File: src/rtl/matmul_c_drain.sv
// Reads matrix C back row by row and serializes each row into OUT_LANES-element stream words.
// Latency: start -> first out_valid = 1 + READ_LATENCY + 1 cycles; each row costs 1+READ_LATENCY+WPR cycles.
// Backpressure: out_valid/out_data hold until out_ready; optional out_last under MATMUL_DRAIN_LAST_EN.
module matmul_c_drain #(
    parameter int DWIDTH       = 16,
    parameter int MAT_SIZE     = 32,
    parameter int AWIDTH       = 7,
    parameter int NUM_ROWS     = 32,
    parameter int OUT_LANES    = 4,
    parameter int READ_LATENCY = 3
) (
    input  logic                          clk,
    input  logic                          reset,
    input  logic                          start,
    output logic                          enable_reading_from_mem,
    output logic [AWIDTH-1:0]             addr_pi,
    input  logic [MAT_SIZE*DWIDTH-1:0]    data_from_out_mat,
    output logic [OUT_LANES*DWIDTH-1:0]   out_data,
    output logic                          out_valid,
    input  logic                          out_ready,
`ifdef MATMUL_DRAIN_LAST_EN
    output logic                          out_last,
`endif
    output logic                          busy,
    output logic                          drain_done
);

    localparam int RW  = MAT_SIZE * DWIDTH;
    localparam int OW  = OUT_LANES * DWIDTH;
    localparam int WPR = MAT_SIZE / OUT_LANES;
    localparam int WW  = (WPR > 1) ? $clog2(WPR) : 1;
    localparam int LW  = $clog2(READ_LATENCY + 1);

    localparam logic [WW-1:0]     LAST_WORD = WW'(WPR - 1);
    localparam logic [AWIDTH-1:0] LAST_ROW  = AWIDTH'(NUM_ROWS - 1);
    localparam logic [LW-1:0]     LAST_LAT  = LW'(READ_LATENCY - 1);

    typedef enum logic [2:0] {
        IDLE  = 3'd0,
        ISSUE = 3'd1,
        WAIT  = 3'd2,
        SHIFT = 3'd3,
        DONE  = 3'd4
    } state_t;

    state_t            state;
    logic [AWIDTH-1:0] row;
    logic [WW-1:0]     word;
    logic [LW-1:0]     lat_cnt;
    // Holds the words of the current row not yet presented on out_data.
    logic [RW-1:0]     buffer;

    always_ff @(posedge clk) begin
        if (reset) begin
            state                   <= IDLE;
            row                     <= '0;
            word                    <= '0;
            lat_cnt                 <= '0;
            buffer                  <= '0;
            enable_reading_from_mem <= 1'b0;
            addr_pi                 <= '0;
            out_data                <= '0;
            out_valid               <= 1'b0;
            busy                    <= 1'b0;
            drain_done              <= 1'b0;
`ifdef MATMUL_DRAIN_LAST_EN
            out_last                <= 1'b0;
`endif
        end else begin
            case (state)
                IDLE: begin
                    if (start) begin
                        busy                    <= 1'b1;
                        enable_reading_from_mem <= 1'b1;
                        row                     <= '0;
                        addr_pi                 <= '0;
                        state                   <= ISSUE;
                    end
                end
                ISSUE: begin
                    addr_pi <= row;
                    lat_cnt <= '0;
                    state   <= WAIT;
                end
                WAIT: begin
                    // Address was presented in ISSUE; data is good after READ_LATENCY edges.
                    if (lat_cnt == LAST_LAT) begin
                        out_data  <= data_from_out_mat[OW-1:0];
                        buffer    <= data_from_out_mat >> OW;
                        out_valid <= 1'b1;
                        word      <= '0;
`ifdef MATMUL_DRAIN_LAST_EN
                        out_last  <= (row == LAST_ROW) && (WPR == 1);
`endif
                        state     <= SHIFT;
                    end else begin
                        lat_cnt <= lat_cnt + 1'b1;
                    end
                end
                SHIFT: begin
                    if (out_valid && out_ready) begin
                        if (word == LAST_WORD) begin
                            out_valid <= 1'b0;
`ifdef MATMUL_DRAIN_LAST_EN
                            out_last  <= 1'b0;
`endif
                            if (row == LAST_ROW) begin
                                drain_done              <= 1'b1;
                                busy                    <= 1'b0;
                                enable_reading_from_mem <= 1'b0;
                                addr_pi                 <= '0;
                                state                   <= DONE;
                            end else begin
                                row     <= row + 1'b1;
                                addr_pi <= row + 1'b1;
                                state   <= ISSUE;
                            end
                        end else begin
                            word     <= word + 1'b1;
                            out_data <= buffer[OW-1:0];
                            buffer   <= buffer >> OW;
`ifdef MATMUL_DRAIN_LAST_EN
                            out_last <= (row == LAST_ROW) && ((word + 1'b1) == LAST_WORD);
`endif
                        end
                    end
                end
                DONE: begin
                    drain_done <= 1'b0;
                    state      <= IDLE;
                end
                default: state <= IDLE;
            endcase
        end
    end

endmodule

File: config.mk
export PLATFORM = sky130hd
export DESIGN_NAME = matmul_c_drain
export DESIGN_NICKNAME = d
export VERILOG_FILES = /design/src/rtl/matmul_c_drain.sv
export SDC_FILE = /design/constraint.sdc
export NUM_CORES = 1
export LEC_CHECK = 0
export ABC_AREA = 1
export CAP_MARGIN = 20
export CORE_AREA = 4 4 225 227
export CTS_CLUSTER_DIAMETER = 200
export DETAILED_ROUTE_END_ITERATION = 8
export DIE_AREA = 0 0 229 231
export PLACE_DENSITY = 0.89
export SYNTH_ARGS = -nofsm -noshare
export SYNTH_HDL_FRONTEND = slang
export SYNTH_SLANG_ARGS = --single-unit
File: constraint.sdc
create_clock -name clk -period 3.7 [get_ports clk]
set_clock_uncertainty 0.05 [all_clocks]
set_input_delay 0.555 -clock clk [delete_from_list [all_inputs] [get_ports clk]]
set_output_delay 0.555 -clock clk [all_outputs]
set_load 0.05 [all_outputs]
==> impl_metrics.py, run 1 <==
metrics = {
    "worst_setup_path": {
        "crit_start": "word[0]",
        "path_class": "reg -> reg",
        "cp-endpoint": "buffer[335]",
        "end_kind": "flip-flop",
        "cp.arrival_ns": 3.14,
        "cp_max_fo": 246,
        "rr_startpoint": "word[0]",
        "r2r_slack_ns": 0.98,
        "crit_required_ns": 4.12,
        "r2r_cells": 7,
        "r2r-end": "buffer[335]",
        "cp-start-kind": "flip-flop",
    },
    "floorplanning": {
        "start_util_pct": 50.6,
        "core_region_area_um2": 48600,
        "fp.dieH_um": 231,
        "die_w_um": 229,
        "io_pins": 591,
        "dieArea_um2": 52900,
        "rows": 81,
    },
    "finish": {
        "multiInputGateArea_um2": 12600,
        "layout_commonest_cell": "nand2_1",
        "final-seq-area_um2": 10800,
        "drive_gt1_share_pct": 3.49,
        "mostFrequentLayoutCells": "nand2_1, nor2_1, clkdlybuf4s50_1",
        "fin_nets": 4943,
        "fill_cells": 4057,
        "synthToLayoutAreaGrowth_pct": 33.1,
    },
    "power_and_ir_drop": {
        "peakVddDrop_mv": 0.436,
        "power.internal_w": 0.0139,
        "combPwrFrac_pct": 33.9,
        "power_frac_clock_pct": 26.4,
        "total_power_w": 0.0220,
        "seqPwrFrac_pct": 39.7,
        "p_sw_w": 0.00807,
        "power_density_nw_per_um2": 671,
        "p_sw_share_pct": 36.7,
        "p_leak_nw": 14.4,
    },
    "grt": {
        "gr-total-overflow": 0,
        "grt_max_degree": 247,
        "grtUsageTotal_pct": 27.7,
        "antenna_found_initial": 24,
        "grt_first_pass_wirelength_mm": 121,
        "grt_pass1_vias": 23100,
    },
    "route": {
        "drt_iter0_drc": 2463,
        "dr.pass1.iters": 6,
        "ant_nets": 0,
        "drt_wl_total_mm": 78.4,
        "vias_per_cell": 5.03,
        "vias": 25700,
        "wl_per_cell_um": 15.3,
        "drc": 0,
    },
    "timing": {
        "finalCritPeriodShare_pct": 73.5,
        "slew_violations": 0,
        "rsz0062_at_grt": "false",
        "hold_viol": 0,
        "tns_ns": 0,
        "slew-limit-headroom_pct": 26.7,
        "tightest_slew_ns": 1.10,
        "period_minus_slack_ns": 2.72,
        "setup_viol": 0,
        "fmax_ghz": 0.368,
    },
    "outcome": {
        "status": "finished, final reports clean",
    },
    "placed_design": {
        "port_buffers": 590,
        "gp_congestion": 0.894,
        "dp_hpwl_mm": 54.9,
    },
    "synth": {
        "synthXorXnorAreaFrac_pct": 0.0356,
        "ys_seq_area_share_pct": 43.6,
        "ys_warn_count": 0,
        "synth_top_family_by_area": "simple AND/OR/NAND/NOR gates",
        "mappedNetlistNets": 4517,
        "yosys.area_share.simple_pct": 40.9,
        "synth_fa_ha_area_share_pct": 0.203,
        "synthMuxAreaShare_pct": 0,
        "synth.distinct_cells": 23,
        "synth_compound_area_share_pct": 9.71,
        "avgSynthCellArea_um2": 6.16,
        "yosys_register_bits": 537,
        "syn_area_um2": 24600,
        "netlist_instances": 3997,
    },
    "clocking": {
        "clkTransAtPathRegs_ns": 0.07,
        "cts.path.max_buffers": 3,
        "cts_tree": "done",
        "clkLatencyLatePin_ns": 0.61,
        "htreeDepth": 2,
        "root_buffer": "clkbuf_16",
        "clock-sinks": 537,
        "ctsHoldBuffers": 0,
        "post-cts-setup-buffer-count": 0,
        "cts_resized": 0,
        "cts_buffers": 56,
    },
    "flow_run": {
        "max_cap_viol_count": 0,
    },
    "hold_path": {
        "hold_class": "reg -> reg",
    },
}
## power groups by stage
| stage | clock [W] | sequential [W] | combinational (W) |
|---|---|---|---|
| after floorplan | 0 | 0.00939 | 0.00450 |
| after global placement | 0 | 0.00876 | 0.00717 |
| after detailed placement | 0 | 0.00885 | 0.00737 |
| after CTS | 0.00586 | 0.00873 | 0.00744 |
| after global routing | 0.00612 | 0.00895 | 0.00836 |
| final | 0.00580 | 0.00874 | 0.00745 |
## cells by family (layout without fill, tap and decap cells)
logic type / Yosys count / in the layout
adder cells (fa/ha/maj): 4 / 4
AND/OR/NAND/NOR: 2677 / 2677
buffers and inverters: 301 / 772
other: 0 / 23
XOR/XNOR: 1 / 1
flip-flops: 537 / 537
AO/OA/AOI/OAI: 477 / 477
## sequential cells by signal, indices dropped and copies added (netlist names)
signal and flops:
addr_pi 7, buffer 448, busy 1, drain_done 1
lat_cnt 2, out_data 64, out_valid 1, row 7
state 3, word 3
## how the worst min path moves through the flow
stage / from / to / slack, ns / cells after the start
final: lat_cnt[0] / lat_cnt[0] / 0.41 / 1
after CTS: lat_cnt[0] / lat_cnt[0] / 0.41 / 1
after global placement: lat_cnt[0] / lat_cnt[0] / 0.39 / 1
after global routing: buffer[213] / buffer[213] / 0.44 / 2
after detailed placement: lat_cnt[0] / lat_cnt[0] / 0.40 / 1
after floorplan: lat_cnt[0] / lat_cnt[0] / 0.38 / 1
## worst max-delay path: stages (launching register included)
cell	delay (ns)
dfxtp_1	0.33
ha_1	0.21
ha_1	0.24
o21ai_0	0.51
nand2_8	0.13
buf_12	0.26
o21ai_0	0.47
nor2_1	0.06
## area by class of cell
cell class                      count  area share [%]
Antenna cell                       23           0.176
Clock buffer                       82            4.94
Clock inverter                     21           0.813
Inverter                           21           0.286
Multi-Input combinational cell   3159            38.3
Sequential cell                   537            32.8
Tap cell                          622            2.37
Timing Repair Buffer              648            20.3
## cell usage after synthesis
cell type	count	share of area (%)
o31ai_1	1	0.030
o21bai_1	1	0.030
nor3_1	1	0.020
buf_6	10	0.46
clkbuf_2	1	0.020
clkbuf_1	164	2.5
nand3_1	13	0.26
a21oi_1	20	0.41
nand2_2	1	0.025
nor2_2	3	0.076
clkinv_1	1	0.015
nor2_1	1048	16
o21ai_0	455	9.2
nand4_1	2	0.051
buf_2	100	2.0
inv_1	16	0.24
xnor2_1	1	0.036
dfxtp_1	537	44
inv_2	4	0.061
ha_1	4	0.20
buf_4	5	0.15
nand2_1	1608	25
nor2b_1	1	0.025
## metal layers
layer | wire (um) | up-vias | global-route usage [%]
met5 | 41 | - | 0
li1 | - | 13200 | -
met3 | 6560 | 181 | 5.44
met2 | 36400 | 975 | 45.5
met4 | 2860 | 6 | 11.1
met1 | 32600 | 11300 | 36.1
## per-stage QoR
step	setup WS, ns	hold WS (ns)	instances	util [%]	instance area, um2
3_5_place_dp	0.873	0.396	4987	63.4	30800
6_report	0.981	0.413	5113	67.4	32800
3_3_place_gp	0.920	0.388	4987	63.4	30800
5_1_grt	0.941	0.443	5110	67.4	32800
2_1_floorplan	1.86	0.376	3997	-	24600
4_1_cts	1.13	0.409	5090	67.3	32700
(Power assumes the default switching activity.)
==> run 2, diff against run 1 <==
- CORE_AREA: 4 4 225 227 -> not set
- CORE_MARGIN: not set -> 4
- CORE_UTILIZATION: not set -> 50
- DIE_AREA: 0 0 229 231 -> not set
- PLACE_DENSITY: 0.89 -> 0.88
- clock period: 3.7 -> 2.6 ns (I/O delays scaled with it)
==> impl_metrics.py, run 2 (same netlist as run 1, synthesis figures left out) <==
metrics = {
    "outcome": {
        "status": "finished, final reports clean",
    },
    "worst_setup_path": {
        "end_kind": "flip-flop",
        "cp.arrival_ns": 2.80,
        "cp_max_fo": 65,
        "crit_required_ns": 3.03,
        "cp-start-kind": "flip-flop",
        "path_class": "reg -> reg",
    },
    "timing": {
        "tns_ns": 0,
        "slew-limit-headroom_pct": 55.3,
        "hold-worst-slack_ns": 0.357,
        "finalCritPeriodShare_pct": 91.2,
        "setup_viol": 0,
        "fmax_ghz": 0.422,
        "rsz0062_at_grt": "false",
        "period_minus_slack_ns": 2.37,
        "hold_viol": 0,
        "tightest_slew_ns": 0.668,
        "slew_violations": 0,
    },
    "finish": {
        "fill_cells": 4127,
        "final-seq-area_um2": 10800,
        "fin_nets": 4963,
        "top_regs": "buffer: 448 flops, out_data: 64 flops",
        "mostFrequentLayoutCells": "nand2_1, nor2_1, clkdlybuf4s50_1",
        "multiInputGateArea_um2": 12600,
        "synthToLayoutAreaGrowth_pct": 34.2,
        "drive_gt1_share_pct": 3.94,
        "instances_no_fill": 5157,
        "regMostFlops": "buffer",
        "largest_reg_flops": 448,
        "layout_commonest_cell": "nand2_1",
    },
    "route": {
        "dr.pass1.iters": 5,
        "ant_nets": 0,
        "wl_per_cell_um": 15.0,
        "drc": 0,
        "drt_wl_total_mm": 77.5,
        "vias_per_cell": 4.99,
        "drt_iter0_drc": 2380,
        "vias": 25700,
    },
    "clocking": {
        "root_buffer": "clkbuf_16",
        "htreeDepth": 2,
        "ctsHoldBuffers": 0,
        "cts_tree": "done",
        "clkLatencyLatePin_ns": 0.60,
        "cts.path.max_buffers": 3,
        "cts_buffers": 57,
        "clock-sinks": 537,
        "clkTransAtPathRegs_ns": 0.06,
    },
    "power_and_ir_drop": {
        "power_density_nw_per_um2": 954,
        "total_power_w": 0.0316,
        "p_leak_nw": 14.5,
        "peakVddDrop_mv": 0.572,
    },
    "grt": {
        "gr-total-overflow": 0,
        "grt_pass1_vias": 23300,
        "grt_first_pass_wirelength_mm": 120,
        "grtUsageTotal_pct": 27.5,
        "antenna_found_initial": 6,
        "grt_max_degree": 144,
    },
    "floorplanning": {
        "start_util_pct": 50.4,
        "die_w_um": 230,
        "io_pins": 591,
        "rows": 81,
        "core_region_area_um2": 48800,
        "dieArea_um2": 52900,
        "fp.dieH_um": 230,
    },
    "placed_design": {
        "gp_congestion": 0.884,
        "dp_cells": 5047,
        "port_buffers": 590,
        "dp_hpwl_mm": 55.0,
    },
    "hold_path": {
        "hold_class": "in -> reg",
    },
    "flow_run": {
        "max_cap_viol_count": 0,
    },
}
==> run 2: cell types whose count changed in the layout (fill, tap and decap cells not counted), moves of 2 or more <==
| cell | before | now |
|---|---|---|
| diode_2 | 23 | 6 |
| buf_4 | 32 | 45 |
| clkbuf_8 | 10 | 16 |
| clkinv_2 | 12 | 6 |
| buf_12 | 26 | 30 |
| bufinv_16 | 6 | 3 |
| clkbuf_16 | 57 | 60 |
| clkbuf_1 | 15 | 13 |
| inv_8 | 2 | 4 |
==> run 2: final cells by class <==
| type | count | area share, % |
|---|---|---|
| sequential | 537 | 32.5 |
| tap | 664 | 2.51 |
| antenna | 6 | 0.0454 |
| clock inverter | 15 | 0.533 |
| multi-input combinational | 3159 | 38.0 |
| timing repair buffer | 667 | 20.9 |
| clock buffer | 88 | 5.28 |
| inverter | 21 | 0.284 |
==> run 2: final timing paths <==
| path | end | cells past startpoint | slack [ns] | start |
|---|---|---|---|---|
| hold reg to reg | lat_cnt[0] | 1 | 0.41 | lat_cnt[0] |
| setup / recovery | out_data[17] | 8 | 0.23 | word[0] |
| setup reg to reg | out_data[17] | 8 | 0.23 | word[0] |
| hold / removal | buffer[441] | 5 | 0.36 | data_from_out_mat[505] |
==> run 2: timing repair <==
item / CTS / global route
setup buffers: 0 / 0
setup endpoints to repair: 0 / 75
gates resized for setup: 0 / 1
==> run 2: per-stage QoR <==
| step | util [%] | area, um2 | setup slack [ns] |
|---|---|---|---|
| detailed placement | 63.7 | 31100 | 0.0456 |
| floorplan | - | 24600 | 0.757 |
| global placement | 63.7 | 31100 | 0.101 |
| CTS | 67.6 | 33000 | 0.121 |
| finish | 67.7 | 33100 | 0.230 |
| global route | 67.7 | 33100 | 0.0530 |
==> run 2: power by group <==
group,internal (W),switching (W),leakage (nW)
clock network,0.00491,0.00336,0.949
registers,0.0110,0.00141,4.37
logic,0.00415,0.00675,9.22
total,0.0200,0.0115,14.5
==> run 2: routing by layer <==
metal / up-vias / global-route usage [%] / part of all wire, %
li1: 13200 / - / -
met1: 11400 / 36.1 / 42
met2: 930 / 44.9 / 46
met3: 160 / 5.79 / 8.4
met4: 0 / 10.0 / 3.7
met5: - / 0 / 0
==> run 2: worst max-delay path, stage by stage (launching register included) <==
cell	delay [ns]
dfxtp_1	0.33
ha_1	0.20
ha_1	0.20
o21ai_0	0.49
nand2_8	0.16
buf_16	0.22
buf_4	0.26
o21ai_0	0.23
nor2_1	0.07
